**config.mk**
```make
export PLATFORM = sky130hd
export DESIGN_NAME = mem_port_arbiter_flat
export DESIGN_NICKNAME = d
export VERILOG_FILES = /design/src/rtl/mem_port_arbiter_if.sv /design/src/rtl/mem_port_arbiter.sv /design/src/flat_wrapper.sv
export SDC_FILE = /design/constraint.sdc
export NUM_CORES = 1
export LEC_CHECK = 0
export CAP_MARGIN = 20
export CORE_MARGIN = 2
export CORE_UTILIZATION = 34
export DETAILED_ROUTE_END_ITERATION = 6
export PLACE_DENSITY = 0.94
export SYNTH_ARGS = -nofsm -noshare
export SYNTH_HDL_FRONTEND = slang
export SYNTH_SLANG_ARGS = --single-unit
export TNS_END_PERCENT = 20
```
**constraint.sdc**
```tcl
create_clock -name clk -period 2.08 [get_ports clk]
set_input_delay 0.416 -clock clk [delete_from_list [all_inputs] [get_ports clk]]
set_output_delay 0.416 -clock clk [all_outputs]
set_load 0.05 [all_outputs]
```
**src/rtl/mem_port_arbiter_if.sv**
```systemverilog
// Signal bundle around mem_port_arbiter: fetch port, load/store port and memory port.
// master is the arbiter's view; slave is the view of the requesters plus the memory.
interface mem_port_arbiter_if #(
    parameter int AW = 32,
    parameter int DW = 32
);
    logic            i_req;
    logic [AW-1:0]   i_addr;
    logic [DW-1:0]   i_rdata;
    logic            i_ack;
    logic            i_err;

    logic            d_req;
    logic            d_we;
    logic [DW/8-1:0] d_be;
    logic [AW-1:0]   d_addr;
    logic [DW-1:0]   d_wdata;
    logic [DW-1:0]   d_rdata;
    logic            d_ack;
    logic            d_err;

    logic            m_req;
    logic            m_we;
    logic [DW/8-1:0] m_be;
    logic [AW-1:0]   m_addr;
    logic [DW-1:0]   m_wdata;
    logic [DW-1:0]   m_rdata;
    logic            m_ack;

    modport master (
        input  i_req, i_addr,
        input  d_req, d_we, d_be, d_addr, d_wdata,
        input  m_rdata, m_ack,
        output i_rdata, i_ack, i_err,
        output d_rdata, d_ack, d_err,
        output m_req, m_we, m_be, m_addr, m_wdata
    );

    modport slave (
        output i_req, i_addr,
        output d_req, d_we, d_be, d_addr, d_wdata,
        output m_rdata, m_ack,
        input  i_rdata, i_ack, i_err,
        input  d_rdata, d_ack, d_err,
        input  m_req, m_we, m_be, m_addr, m_wdata
    );
endinterface

```
**src/rtl/mem_port_arbiter.sv**
```systemverilog
// Round-robin arbiter sharing one single-ported memory between fetch (I) and load/store (D),
// one transaction at a time, with a watchdog that ends a hung access with an error pulse.
module mem_port_arbiter #(
    parameter int AW      = 32,
    parameter int DW      = 32,
    parameter int TIMEOUT = 64
) (
    input  logic               clk,
    input  logic               rst_n,
    mem_port_arbiter_if.master bus
);
    localparam int BW = DW / 8;
    localparam int CW = $clog2(TIMEOUT);
    localparam logic [CW-1:0] WD_LAST = CW'(TIMEOUT - 1);

    typedef enum logic [1:0] {IDLE, BUSY_I, BUSY_D} state_t;

    state_t        state_reg;
    logic          last_grant_reg;   // 1 = D was granted last
    logic [CW-1:0] wd_cnt_reg;
    logic          m_req_reg;
    logic          m_we_reg;
    logic [BW-1:0] m_be_reg;
    logic [AW-1:0] m_addr_reg;
    logic [DW-1:0] m_wdata_reg;

    logic grant_i;
    logic grant_d;
    logic expire;
    logic i_done;
    logic d_done;

    // I wins when alone or when D was served last; D takes whatever I does not
    assign grant_i = bus.i_req && (!bus.d_req || last_grant_reg);
    assign grant_d = bus.d_req && !grant_i;

    // An ack in the expiry cycle takes priority over the error
    assign expire = (state_reg != IDLE) && !bus.m_ack && (wd_cnt_reg == WD_LAST);
    assign i_done = bus.m_ack && (state_reg == BUSY_I);
    assign d_done = bus.m_ack && (state_reg == BUSY_D);

    assign bus.i_ack   = i_done;
    assign bus.d_ack   = d_done;
    assign bus.i_err   = expire && (state_reg == BUSY_I);
    assign bus.d_err   = expire && (state_reg == BUSY_D);
    assign bus.m_req   = m_req_reg;
    assign bus.m_we    = m_we_reg;
    assign bus.m_be    = m_be_reg;
    assign bus.m_addr  = m_addr_reg;
    assign bus.m_wdata = m_wdata_reg;

    generate
        for (genvar gi = 0; gi < BW; gi++) begin : g_lane
            assign bus.i_rdata[gi*8 +: 8] = i_done ? bus.m_rdata[gi*8 +: 8] : 8'h00;
            assign bus.d_rdata[gi*8 +: 8] = d_done ? bus.m_rdata[gi*8 +: 8] : 8'h00;
        end
    endgenerate

    always_ff @(posedge clk or negedge rst_n) begin
        if (!rst_n) begin
            state_reg      <= IDLE;
            last_grant_reg <= 1'b1;
            wd_cnt_reg     <= '0;
            m_req_reg      <= 1'b0;
            m_we_reg       <= 1'b0;
            m_be_reg       <= '0;
            m_addr_reg     <= '0;
            m_wdata_reg    <= '0;
        end else begin
            case (state_reg)
                IDLE: begin
                    if (grant_i) begin
                        state_reg      <= BUSY_I;
                        last_grant_reg <= 1'b0;
                        wd_cnt_reg     <= '0;
                        m_req_reg      <= 1'b1;
                        m_we_reg       <= 1'b0;
                        m_be_reg       <= '1;
                        m_addr_reg     <= bus.i_addr;
                        m_wdata_reg    <= '0;
                    end else if (grant_d) begin
                        state_reg      <= BUSY_D;
                        last_grant_reg <= 1'b1;
                        wd_cnt_reg     <= '0;
                        m_req_reg      <= 1'b1;
                        m_we_reg       <= bus.d_we;
                        m_be_reg       <= bus.d_be;
                        m_addr_reg     <= bus.d_addr;
                        m_wdata_reg    <= bus.d_wdata;
                    end
                end
                default: begin
                    // Payload stays frozen until the next grant
                    if (bus.m_ack || expire) begin
                        state_reg <= IDLE;
                        m_req_reg <= 1'b0;
                    end else begin
                        wd_cnt_reg <= wd_cnt_reg + 1'b1;
                    end
                end
            endcase
        end
    end
endmodule

```
**src/flat_wrapper.sv**
```systemverilog
// flat-port wrapper written by rule: the top's interface ports become plain ports
module mem_port_arbiter_flat 
#(
    parameter int AW      = 32,
    parameter int DW      = 32,
    parameter int TIMEOUT = 64
)
  (clk, rst_n, bus_i_req, bus_i_addr, bus_d_req, bus_d_we, bus_d_be, bus_d_addr, bus_d_wdata, bus_m_rdata, bus_m_ack, bus_i_rdata, bus_i_ack, bus_i_err, bus_d_rdata, bus_d_ack, bus_d_err, bus_m_req, bus_m_we, bus_m_be, bus_m_addr, bus_m_wdata);
  mem_port_arbiter_if #(.AW(AW), .DW(DW)) bus_i ();
  input  logic clk;
  input  logic rst_n;
  input wire logic [$bits(bus_i.i_req)-1:0] bus_i_req;
  input wire logic [$bits(bus_i.i_addr)-1:0] bus_i_addr;
  input wire logic [$bits(bus_i.d_req)-1:0] bus_d_req;
  input wire logic [$bits(bus_i.d_we)-1:0] bus_d_we;
  input wire logic [$bits(bus_i.d_be)-1:0] bus_d_be;
  input wire logic [$bits(bus_i.d_addr)-1:0] bus_d_addr;
  input wire logic [$bits(bus_i.d_wdata)-1:0] bus_d_wdata;
  input wire logic [$bits(bus_i.m_rdata)-1:0] bus_m_rdata;
  input wire logic [$bits(bus_i.m_ack)-1:0] bus_m_ack;
  output wire logic [$bits(bus_i.i_rdata)-1:0] bus_i_rdata;
  output wire logic [$bits(bus_i.i_ack)-1:0] bus_i_ack;
  output wire logic [$bits(bus_i.i_err)-1:0] bus_i_err;
  output wire logic [$bits(bus_i.d_rdata)-1:0] bus_d_rdata;
  output wire logic [$bits(bus_i.d_ack)-1:0] bus_d_ack;
  output wire logic [$bits(bus_i.d_err)-1:0] bus_d_err;
  output wire logic [$bits(bus_i.m_req)-1:0] bus_m_req;
  output wire logic [$bits(bus_i.m_we)-1:0] bus_m_we;
  output wire logic [$bits(bus_i.m_be)-1:0] bus_m_be;
  output wire logic [$bits(bus_i.m_addr)-1:0] bus_m_addr;
  output wire logic [$bits(bus_i.m_wdata)-1:0] bus_m_wdata;
  assign bus_i.i_req = bus_i_req;
  assign bus_i.i_addr = bus_i_addr;
  assign bus_i.d_req = bus_d_req;
  assign bus_i.d_we = bus_d_we;
  assign bus_i.d_be = bus_d_be;
  assign bus_i.d_addr = bus_d_addr;
  assign bus_i.d_wdata = bus_d_wdata;
  assign bus_i.m_rdata = bus_m_rdata;
  assign bus_i.m_ack = bus_m_ack;
  assign bus_i_rdata = bus_i.i_rdata;
  assign bus_i_ack = bus_i.i_ack;
  assign bus_i_err = bus_i.i_err;
  assign bus_d_rdata = bus_i.d_rdata;
  assign bus_d_ack = bus_i.d_ack;
  assign bus_d_err = bus_i.d_err;
  assign bus_m_req = bus_i.m_req;
  assign bus_m_we = bus_i.m_we;
  assign bus_m_be = bus_i.m_be;
  assign bus_m_addr = bus_i.m_addr;
  assign bus_m_wdata = bus_i.m_wdata;
  mem_port_arbiter #(.AW(AW), .DW(DW), .TIMEOUT(TIMEOUT)) u_core (.clk(clk), .rst_n(rst_n), .bus(bus_i));
endmodule
```
==> results of run 1 <==
-- through the flow --
step	power (W)	setup TNS [ns]	setup slack [ns]	utilization
after floorplan	0.00689	-1.48	-0.149	-
after global routing	0.0116	-0.927	-0.0572	0.748
after detailed placement	0.00994	-0.0718	-0.0143	0.707
after global placement	0.00972	0	0.0180	0.707
final	0.0112	0	0.0242	0.748
after CTS	0.0110	-0.0388	-0.0137	0.730
-- routing by layer --
metal	global-route usage	wire [um]	up-vias
li1	-	-	1703
met1	0.259	5110	1853
met4	0.0714	329	0
met3	0.0644	1270	31
met2	0.462	8260	241
met5	0	0	-
-- final timing paths --
path | startpoint | endpoint | slack (ns) | cells after the start
setup / recovery | u_core.state_reg[0] | bus_d_rdata[10] | 0.02 | 4
hold / removal | rst_n | u_core.bus.m_addr[15] | 0.03 | 1
setup reg to reg | u_core.state_reg[1] | u_core.bus.m_wdata[10] | 0.22 | 6
hold reg to reg | u_core.bus.m_addr[3] | u_core.bus.m_addr[3] | 0.49 | 2
max in group asynchronous | rst_n | u_core.last_grant_reg | 1.38 | 2
min in group clk | u_core.bus.m_addr[3] | u_core.bus.m_addr[3] | 0.49 | 2
-- power groups by stage --
stage | sequential, W | clock, W | combinational (W)
after CTS | 0.00271 | 0.00100 | 0.00730
after detailed placement | 0.00268 | 0 | 0.00725
after floorplan | 0.00480 | 0 | 0.00209
after global placement | 0.00265 | 0 | 0.00708
after global routing | 0.00277 | 0.00107 | 0.00778
final | 0.00270 | 0.000978 | 0.00749
-- logic make-up after synthesis --
group,Yosys count,synth area share
buffers and inverters,57,0.0695
multiplexers,2,0.00564
AO/OA/AOI/OAI,83,0.208
adder cells (fa/ha/maj),1,0.00353
AND/OR/NAND/NOR,90,0.155
flip-flops,79,0.558
-- repair_timing --
action / 4_1_cts / 5_1_grt
pin swaps: 1 / 8
buffers inserted: 0 / 5
resized for setup: 20 / 33
cloned: 0 / 3
setup endpoints to repair: 33 / 66
-- Yosys cell counts (all sizes together), types with 3 or more instances --
library cell,n
a222oi,32
nand4,3
dfrtp,78
nor2,4
inv,33
nand3,3
o22a,5
o21ai,4
nand2,5
a22o,33
and2,65
and3,4
clkbuf,13
buf,11
-- cells in the final DEF, fill, tap and decap left out, drive strengths merged --
cell	n
o22a	5
o21a	1
a21oi	1
mux2i	2
a22o	33
nand2b	1
o311ai	1
a31oi	2
a21o	1
nand4	3
inv	33
clkinvlp	2
o21ai	4
and3	4
clkdlybuf4s50	204
ha	1
o21ba	1
dlymetal6s2s	1
and2	65
and3b	2
buf	89
nand3	3
nand3b	1
dfstp	1
clkinv	4
dfrtp	78
o31ai	1
nor2	4
a222oi	32
o211ai	1
nand2	5
nor4b	2
clkbuf	11
-- layout make-up --
cell class | instances | area [sq um] | area share
Clock inverter | 6 | 38.8 | 0.00507
Multi-Input combinational cell | 176 | 1500 | 0.195
Clock buffer | 9 | 124 | 0.0162
Inverter | 33 | 124 | 0.0162
Timing Repair Buffer | 296 | 3710 | 0.486
Sequential cell | 79 | 1980 | 0.259
Tap cell | 136 | 170 | 0.0222
-- critical path, stage by stage (launching register included) --
cell	delay, ns
dfrtp_2	0.47
and3b_2	0.29
buf_12	0.18
and2_1	0.21
buf_12	0.15
==> metrics.txt, run 1 <==
# TYPE chip_impl_metric gauge
chip_impl_info{name="run_status",value="finished with violations"} 1
chip_impl_info{name="violations",value="design-rule violations"} 1
chip_impl_info{name="criticalPathCategory",value="flop to primary output"} 1
chip_impl_metric{name="clock_skew",unit="ns"} 0.0121
chip_impl_metric{name="cts-htree-levels",unit=""} 3
chip_impl_metric{name="synth-seq-cells",unit=""} 79
chip_impl_metric{name="mappedNetlistArea",unit="sq um"} 3550
chip_impl_metric{name="die-area",unit="sq um"} 11300
chip_impl_metric{name="grt_start_max_net_pins",unit=""} 44
chip_impl_info{name="setup.worst_path.start_class",value="flop"} 1
chip_impl_metric{name="number_of_antenna_repair_diodes",unit=""} 0
chip_impl_metric{name="clock_sink_count",unit=""} 79
chip_impl_info{name="synthFlopType",value="dfrtp_1"} 1
chip_impl_metric{name="yosys_synthesis_warning_count",unit=""} 0
chip_impl_metric{name="fin_area",unit="sq um"} 7650
chip_impl_info{name="tritoncts_clock_tree",value="built"} 1
chip_impl_metric{name="worst-slew-pin-transition",unit="ns"} 0.551
chip_impl_metric{name="sw_frac_of_total",unit=""} 0.496
chip_impl_metric{name="drv_slew",unit=""} 0
chip_impl_metric{name="antenna_found_initial",unit=""} 0
chip_impl_metric{name="combinationalPowerShare",unit=""} 0.670
chip_impl_metric{name="die_height",unit="um"} 106
chip_impl_info{name="ys_top_cells_by_area",value="dfrtp_1 (55%), and2_1 (11%), a222oi_1 (9.0%)"} 1
chip_impl_metric{name="slew_headroom",unit=""} 0.631
chip_impl_metric{name="power.internal",unit="W"} 0.00563
chip_impl_metric{name="floorplan.io_pins",unit=""} 276
chip_impl_metric{name="required_time_worst_endpoint",unit="ns"} 1.66
chip_impl_metric{name="p_clk_frac",unit=""} 0.088
chip_impl_metric{name="area_delta_synth_final",unit="%"} 116
chip_impl_metric{name="detail_route.wl_per_cell",unit="um"} 20.4
chip_impl_metric{name="detail_route.vias_per_cell",unit=""} 5.21
chip_impl_metric{name="finalWorstPathRequiredPeriod",unit="ns"} 2.06
chip_impl_metric{name="wirelength",unit="mm"} 15.0
chip_impl_metric{name="final_routed_drc_violation_total",unit=""} 9
chip_impl_metric{name="sequential_to_total_area_share_from_yosys_stat",unit=""} 0.558
chip_impl_info{name="most_area_hungry_cell_type_in_the_yosys_netlist",value="dfrtp_1"} 1
chip_impl_metric{name="fmaxAchievable",unit="MHz"} 486
chip_impl_metric{name="row_count",unit=""} 37
chip_impl_metric{name="clkLatencyLatePin",unit="ns"} 0.34
chip_impl_metric{name="placed_cells_incl_taps",unit=""} 712
chip_impl_metric{name="p_seq_frac",unit=""} 0.242
chip_impl_metric{name="dr.pass1.iters",unit=""} 7
chip_impl_metric{name="layout.cells.non_filler",unit=""} 735
chip_impl_info{name="min_path_type",value="input port to asynchronous set/reset pin"} 1
chip_impl_metric{name="tritoncts.num_buffers",unit=""} 9
chip_impl_metric{name="timing.hold.ws",unit="ns"} 0.0333
chip_impl_metric{name="antenna_left",unit=""} 0
chip_impl_metric{name="tcrit_tclk_final",unit=""} 0.988
chip_impl_metric{name="max_cap_violations",unit=""} 0
chip_impl_metric{name="synth_cells",unit=""} 312
chip_impl_metric{name="die_x",unit="um"} 106
chip_impl_metric{name="hpwl",unit="mm"} 11.0
chip_impl_metric{name="fillCellCount",unit=""} 616
chip_impl_metric{name="net-switching-power",unit="W"} 0.00554
chip_impl_metric{name="cellPowerDensity",unit="nW/um^2"} 1460
chip_impl_metric{name="vias",unit=""} 3828
chip_impl_metric{name="p_leak",unit="nW"} 3.39
chip_impl_metric{name="postSynthNetCount",unit=""} 451
chip_impl_info{name="rsz0062_at_grt",value="yes"} 1
chip_impl_metric{name="detailedRoute.firstIterationViolations",unit=""} 433
chip_impl_metric{name="ir_worst_vdd",unit="mV"} 1.29
chip_impl_metric{name="gr-total-overflow",unit=""} 0
chip_impl_metric{name="synth-async-reset-ratio",unit=""} 1.00
chip_impl_metric{name="critPathMaxFanout",unit=""} 33
chip_impl_metric{name="grt_first_pass_wirelength",unit="mm"} 21.3
chip_impl_metric{name="post_synth_num_cell_types",unit=""} 32
chip_impl_metric{name="timing.critical_path.arrival",unit="ns"} 1.64
chip_impl_metric{name="clockBufferDepth",unit=""} 2
chip_impl_metric{name="hold_viol_final",unit=""} 0
chip_impl_metric{name="grt.total_usage",unit=""} 0.242
chip_impl_metric{name="drive_above_1_share",unit=""} 0.267
chip_impl_info{name="cts_root_buf",value="clkbuf_8"} 1
chip_impl_metric{name="initial_utilization",unit=""} 0.347
chip_impl_metric{name="dpl_cell_area",unit="sq um"} 7230
chip_impl_metric{name="gp_routability_congestion",unit=""} 0.881
chip_impl_metric{name="setup_viol",unit=""} 0
chip_impl_metric{name="cts.clk_slew.worst_paths",unit="ns"} 0.09
chip_impl_metric{name="core_area",unit="sq um"} 10200
chip_impl_metric{name="num-nets-final",unit=""} 734
chip_impl_metric{name="hold_buffers",unit=""} 0
chip_impl_metric{name="netlist.area_leader.share",unit=""} 0.550
chip_impl_metric{name="synth_enable_flop_cells",unit=""} 0
chip_impl_info{name="critPathCaptureType",value="primary output"} 1
chip_impl_metric{name="avgSynthCellArea",unit="sq um"} 11.4
chip_impl_metric{name="first_global_vias",unit=""} 3929
chip_impl_metric{name="placement.io_buffers",unit=""} 275
No activity file was read; power rests on OpenSTA's default activity.
==> run 2, diff against run 1 <==
RECOVER_POWER = 25   (was default)
==> metrics.txt, run 2 (synthesis results as in run 1) <==
# TYPE chip_impl_metric gauge
chip_impl_metric{name="required_time_worst_endpoint",unit="ns"} 1.66
chip_impl_metric{name="die-area",unit="sq um"} 11300
chip_impl_metric{name="ir_worst_vdd",unit="mV"} 1.29
chip_impl_info{name="tritoncts_clock_tree",value="built"} 1
chip_impl_metric{name="drv_slew",unit=""} 0
chip_impl_metric{name="cp_slowest_stage_delay",unit="ns"} 0.47
chip_impl_metric{name="dr.pass1.iters",unit=""} 7
chip_impl_metric{name="antenna_found_initial",unit=""} 0
chip_impl_metric{name="cellPowerDensity",unit="nW/um^2"} 1460
chip_impl_metric{name="rr_worst_depth",unit=""} 6
chip_impl_info{name="min_path_type",value="input port to asynchronous set/reset pin"} 1
chip_impl_metric{name="placement_stage_worst_setup_slack",unit="ns"} -0.0143
chip_impl_metric{name="post-route-worst-setup-slack",unit="ns"} 0.0247
chip_impl_info{name="setup.worst_path.start_class",value="flop"} 1
chip_impl_info{name="run_status",value="finished with violations"} 1
chip_impl_info{name="final_common_cell",value="clkdlybuf4s50_1"} 1
chip_impl_metric{name="clock_skew",unit="ns"} 0.0119
chip_impl_metric{name="drive_above_1_share",unit=""} 0.267
chip_impl_info{name="critical-path-slowest-cell",value="dfrtp_2"} 1
chip_impl_metric{name="core_area",unit="sq um"} 10200
chip_impl_metric{name="wirelength",unit="mm"} 15.0
chip_impl_metric{name="grt.total_usage",unit=""} 0.242
chip_impl_info{name="criticalPathCategory",value="flop to primary output"} 1
chip_impl_metric{name="worst-slew-pin-transition",unit="ns"} 0.995
chip_impl_metric{name="report.power.total",unit="W"} 0.0112
chip_impl_metric{name="grt_start_max_net_pins",unit=""} 44
chip_impl_metric{name="die_x",unit="um"} 106
chip_impl_metric{name="detailedRoute.firstIterationViolations",unit=""} 433
chip_impl_info{name="critPathCaptureType",value="primary output"} 1
chip_impl_metric{name="timing.critical_path.arrival",unit="ns"} 1.64
chip_impl_metric{name="antenna_left",unit=""} 0
chip_impl_metric{name="gp_routability_congestion",unit=""} 0.881
chip_impl_metric{name="p_leak",unit="nW"} 3.39
chip_impl_metric{name="tcrit_tclk_final",unit=""} 0.988
chip_impl_metric{name="initial_utilization",unit=""} 0.347
chip_impl_metric{name="area_delta_synth_final",unit="%"} 116
chip_impl_metric{name="row_count",unit=""} 37
chip_impl_info{name="rsz0062_at_grt",value="yes"} 1
chip_impl_metric{name="number_of_antenna_repair_diodes",unit=""} 0
chip_impl_metric{name="critPathMaxFanout",unit=""} 33
chip_impl_metric{name="tritoncts.num_buffers",unit=""} 9
chip_impl_metric{name="clkLatencyLatePin",unit="ns"} 0.34
chip_impl_metric{name="final.setup.tns",unit="ns"} 0
chip_impl_info{name="cpMostUsedCell",value="buf_12"} 1
chip_impl_metric{name="cts.clk_slew.worst_paths",unit="ns"} 0.09
chip_impl_metric{name="floorplan.io_pins",unit=""} 276
chip_impl_metric{name="worst-path-buf-inv",unit=""} 2
chip_impl_metric{name="vias",unit=""} 3857
chip_impl_metric{name="max_cap_violations",unit=""} 0
chip_impl_metric{name="cts-htree-levels",unit=""} 3
chip_impl_info{name="reg2reg_to",value="u_core.bus.m_wdata[10]"} 1
chip_impl_metric{name="timing.reg2reg.setup_slack",unit="ns"} 0.23
chip_impl_metric{name="fin_area",unit="sq um"} 7650
chip_impl_info{name="cts_root_buf",value="clkbuf_8"} 1
chip_impl_metric{name="setup_viol",unit=""} 0
chip_impl_info{name="list_of_cells_traversed_by_the_critical_path",value="and3b_2 > buf_12 > and2_1 > buf_12"} 1
chip_impl_metric{name="detail_route.wl_per_cell",unit="um"} 20.3
chip_impl_metric{name="num-nets-final",unit=""} 734
chip_impl_metric{name="hold_viol_final",unit=""} 0
chip_impl_info{name="worst_r2r_startpoint",value="u_core.state_reg[1]"} 1
chip_impl_metric{name="gr-total-overflow",unit=""} 0
chip_impl_metric{name="dpl_cell_area",unit="sq um"} 7230
chip_impl_info{name="layout.cells.most_common_list",value="clkdlybuf4s50_1 (204), buf_12 (75), dfrtp_1 (75), and2_4 (39)"} 1
chip_impl_metric{name="utilization",unit=""} 0.747
chip_impl_metric{name="fmaxAchievable",unit="MHz"} 487
chip_impl_metric{name="clockBufferDepth",unit=""} 2
chip_impl_metric{name="grt_first_pass_wirelength",unit="mm"} 21.3
chip_impl_metric{name="final_routed_drc_violation_total",unit=""} 1
chip_impl_metric{name="slew_headroom",unit=""} 0.336
chip_impl_metric{name="finalWorstPathRequiredPeriod",unit="ns"} 2.06
chip_impl_metric{name="clock_sink_count",unit=""} 79
chip_impl_metric{name="fillCellCount",unit=""} 617
chip_impl_metric{name="hpwl",unit="mm"} 11.0
chip_impl_metric{name="detail_route.vias_per_cell",unit=""} 5.25
chip_impl_info{name="path_delay_family",value="simple AND/OR/NAND/NOR gates"} 1
chip_impl_metric{name="first_global_vias",unit=""} 3929
chip_impl_info{name="violations",value="design-rule violations"} 1
chip_impl_metric{name="hold_buffers",unit=""} 0
chip_impl_metric{name="placement.io_buffers",unit=""} 275
chip_impl_metric{name="die_height",unit="um"} 106
run 2: area by class of cell:
type	instances	area, sq um	area share
Clock buffer	9	124	0.0162
Clock inverter	6	38.8	0.00507
Inverter	33	124	0.0162
Multi-Input combinational cell	176	1500	0.196
Sequential cell	79	1980	0.259
Tap cell	136	170	0.0223
Timing Repair Buffer	296	3710	0.486
run 2: worst max path at each step:
stage / start / end / slack, ns / cells after the start
after floorplan: u_core.state_reg[1] / bus_i_rdata[0] / -0.15 / 3
after global placement: bus_m_ack / bus_i_rdata[5] / 0.02 / 5
after detailed placement: bus_m_ack / bus_i_rdata[5] / -0.01 / 5
after CTS: bus_m_ack / bus_i_rdata[21] / -0.01 / 5
after global routing: u_core.state_reg[0] / bus_d_rdata[9] / -0.06 / 4
final: u_core.state_reg[0] / bus_d_rdata[10] / 0.02 / 4
run 2: repair_timing:
| action | 4_1_cts | 5_1_grt |
|---|---|---|
| setup buffers | 0 | 5 |
| cloned | 0 | 3 |
| pin swaps | 1 | 8 |
| resized for setup | 20 | 33 |
| endpoints found under the setup margin | 33 | 66 |
run 2: where the power goes:
| part | internal, W | leakage, nW | switching (W) | total, W |
|---|---|---|---|---|
| Combinational | 0.00298 | 2.32 | 0.00451 | 0.00749 |
| Clock | 0.000423 | 0.0809 | 0.000555 | 0.000978 |
| Sequential | 0.00223 | 0.992 | 0.000478 | 0.00271 |
run 2: layer usage:
layer	vias up	wire (um)	track usage
met3	35	1340	0.0644
met2	266	8240	0.462
met4	0	350	0.0714
met5	-	0	0
li1	1702	-	-
met1	1854	5030	0.259
run 2: stage by stage:
step | hold WS [ns] | instances
2_1_floorplan | 0.120 | 312
3_3_place_gp | 0.408 | 712
3_5_place_dp | 0.429 | 712
4_1_cts | 0.0492 | 727
5_1_grt | 0.296 | 735
6_report | 0.223 | 735
==> run 3, diff against run 2 <==
CTS_CLUSTER_SIZE = 30   (was default)
==> results of run 3 <==
The final DEF is identical to that of run 2; final timing and power are the same.
==> variant (config.mk and constraints of run 2) <==
Put a register stage on the output `bus.i_err`. The value now appears one clock later.
--- a/src/rtl/mem_port_arbiter.sv
+++ b/src/rtl/mem_port_arbiter.sv
@@ -41,7 +41,9 @@
 
     assign bus.i_ack   = i_done;
     assign bus.d_ack   = d_done;
-    assign bus.i_err   = expire && (state_reg == BUSY_I);
+    always_ff @(posedge clk) begin
+        bus.i_err <= expire && (state_reg == BUSY_I);
+    end
     assign bus.d_err   = expire && (state_reg == BUSY_D);
     assign bus.m_req   = m_req_reg;
     assign bus.m_we    = m_we_reg;
Formal check against the unedited RTL: same outputs for any inputs over 10 cycles, from zero or initial values and one cycle with rst_n low; that may be too few to reach the edited logic, so the function may still have changed.
==> variant against run 2 <==
The flow still finishes with violations (DRC). Register-to-register slack worse by 0.08 ns. Wire length is 0.69% higher. Critical path depth is 1 higher. Cell area is 0.97% higher. Die area is 0.55% higher. Synthesized area is 0.56% higher. Total power is 3.1% higher. Sequential power hardly changed. Worst setup slack worse by 0.017 ns. Cell count is 1.6% higher. Sequential cell count is 1 higher. Synthesized cell count is 0.32% higher. Largest cell class unchanged.
==> variant: results (changes against run 2) <==
* Run status: finished, violations left
* Violated checks: DRC
* GR Util met3 at 6.376% (-0.061 points)
* CTS Hold Buffers Added at 1 (+1)
* Transition time of the tightest slew-check pin at 0.9144 ns (-0.08105 ns)
* Vias after detailed routing at 3,958 (+2.6%)
* Global-route met1 utilization at 25.85% (-0.074 points)
* Crit path max-delay family: flip-flops
* End of the worst register-to-register path: u_core.bus.m_wdata[31]
* Main area contributors after synthesis: sky130_fd_sc_hd__dfrtp_1 (55%), sky130_fd_sc_hd__and2_1 (11%), sky130_fd_sc_hd__a222oi_1 (9.0%), sky130_fd_sc_hd__a22o_1 (8.1%), sky130_fd_sc_hd__inv_1 (3.5%)
* Wire length of the first global-routing pass at 21.43 mm (+0.55%)
* Post-route worst hold slack at 0.4703 ns (+0.2471 ns)
* Post-CTS Setup Repair Bufs at 2 (+2)
* Maximum number of pins on one net before global-route repair at 60 (+36%)
* Met3 Wirelength at 1.327 mm (-0.60%)
* Share of post-route cells with drive strength above 1 at 25.70% (-1.0 points)
* Detail Route met2 WL at 8.032 mm (-2.5%)
* Post-CTS Resized at 18 (-10%)
* Post-Syn Nets at 452 (+0.22%)
* Peak VDD IR at 0.0009424 V (-27%)
* Total detailed-routing wirelength at 15.06 mm (+0.69%)
* Via count of the first global-routing pass at 4,132 (+5.2%)
* Average vias per placed instance at 5.299 (+0.97%)
* WL met1 at 5.116 mm (+1.7%)
* Remaining routing DRC violations at 5 (+4)
* Worst reg2reg setup slack at 0.15 ns (-0.08 ns)
* Highest fanout seen on the critical path at 17 (-48%)
* Global-route total usage across every layer at 24.23% (about the same)
* Detailed Place HPWL at 10.90 mm (-1.3%)
* Fin Clk Skew at 0.01642 ns (+0.004544 ns)
* R2r startpoint: u_core.state_reg[0]
* Layout fillers at 611 (-0.97%)
* Synth async-reset ratio at 98.75% (-1.2 points)
==> variant: logic make-up (layout without fill, tap and decap cells) <==
kind of cell	after synthesis	in the layout	share of synthesized area, %
DFF	80	80	56.02
muxes	2	2	0.5612
and+or+nand+nor	90	90	15.43
buffers and inverters	57	355	6.910
AOI/OAI and AO/OA	83	83	20.73
adders and majority gates	1	1	0.3507
==> variant: per-stage QoR <==
step / power, µW / setup slack [ns] / cell area, µm² / setup TNS [ns]
3_3_place_gp: 9714 / 0.02321 / 7244 / 0
5_1_grt: 11970 / -0.05846 / 7720 / -1.397
6_report: 11520 / 0.008167 / 7720 / 0
3_5_place_dp: 9982 / -0.07878 / 7244 / -0.9500
2_1_floorplan: 6908 / -0.1378 / 3575 / -1.292
4_1_cts: 11370 / -0.01593 / 7552 / -0.2129
==> variant: cell type report <==
cell class	instances	area (µm²)	share of cell area [%]
clock buffer	9	123.9	1.605
clock inverter	6	93.84	1.216
inverter	33	123.9	1.605
multi-input combinational	176	1458	18.88
sequential	80	2002	25.93
tap	136	170.2	2.204
timing repair buffer	307	3749	48.56
==> variant: worst max-delay path by stage <==
stage                        start               to  slack, ns  cells after the start
5_1_grt        u_core.state_reg[1]   bus_d_rdata[5]      -0.06                      5
3_5_place_dp             bus_m_ack   bus_d_rdata[6]      -0.08                      5
6_report       u_core.state_reg[1]   bus_d_rdata[5]      0.008                      5
3_3_place_gp             bus_m_ack   bus_d_rdata[6]       0.02                      5
4_1_cts                  bus_m_ack  bus_d_rdata[24]      -0.02                      5
2_1_floorplan  u_core.state_reg[1]   bus_i_rdata[0]      -0.14                      3
==> variant: report_power, final <==
| part | internal [µW] | total, µW | switching [µW] |
|---|---|---|---|
| registers | 2250 | 2720 | 469 |
| logic | 2980 | 7540 | 4560 |
| clock network | 680 | 1270 | 587 |
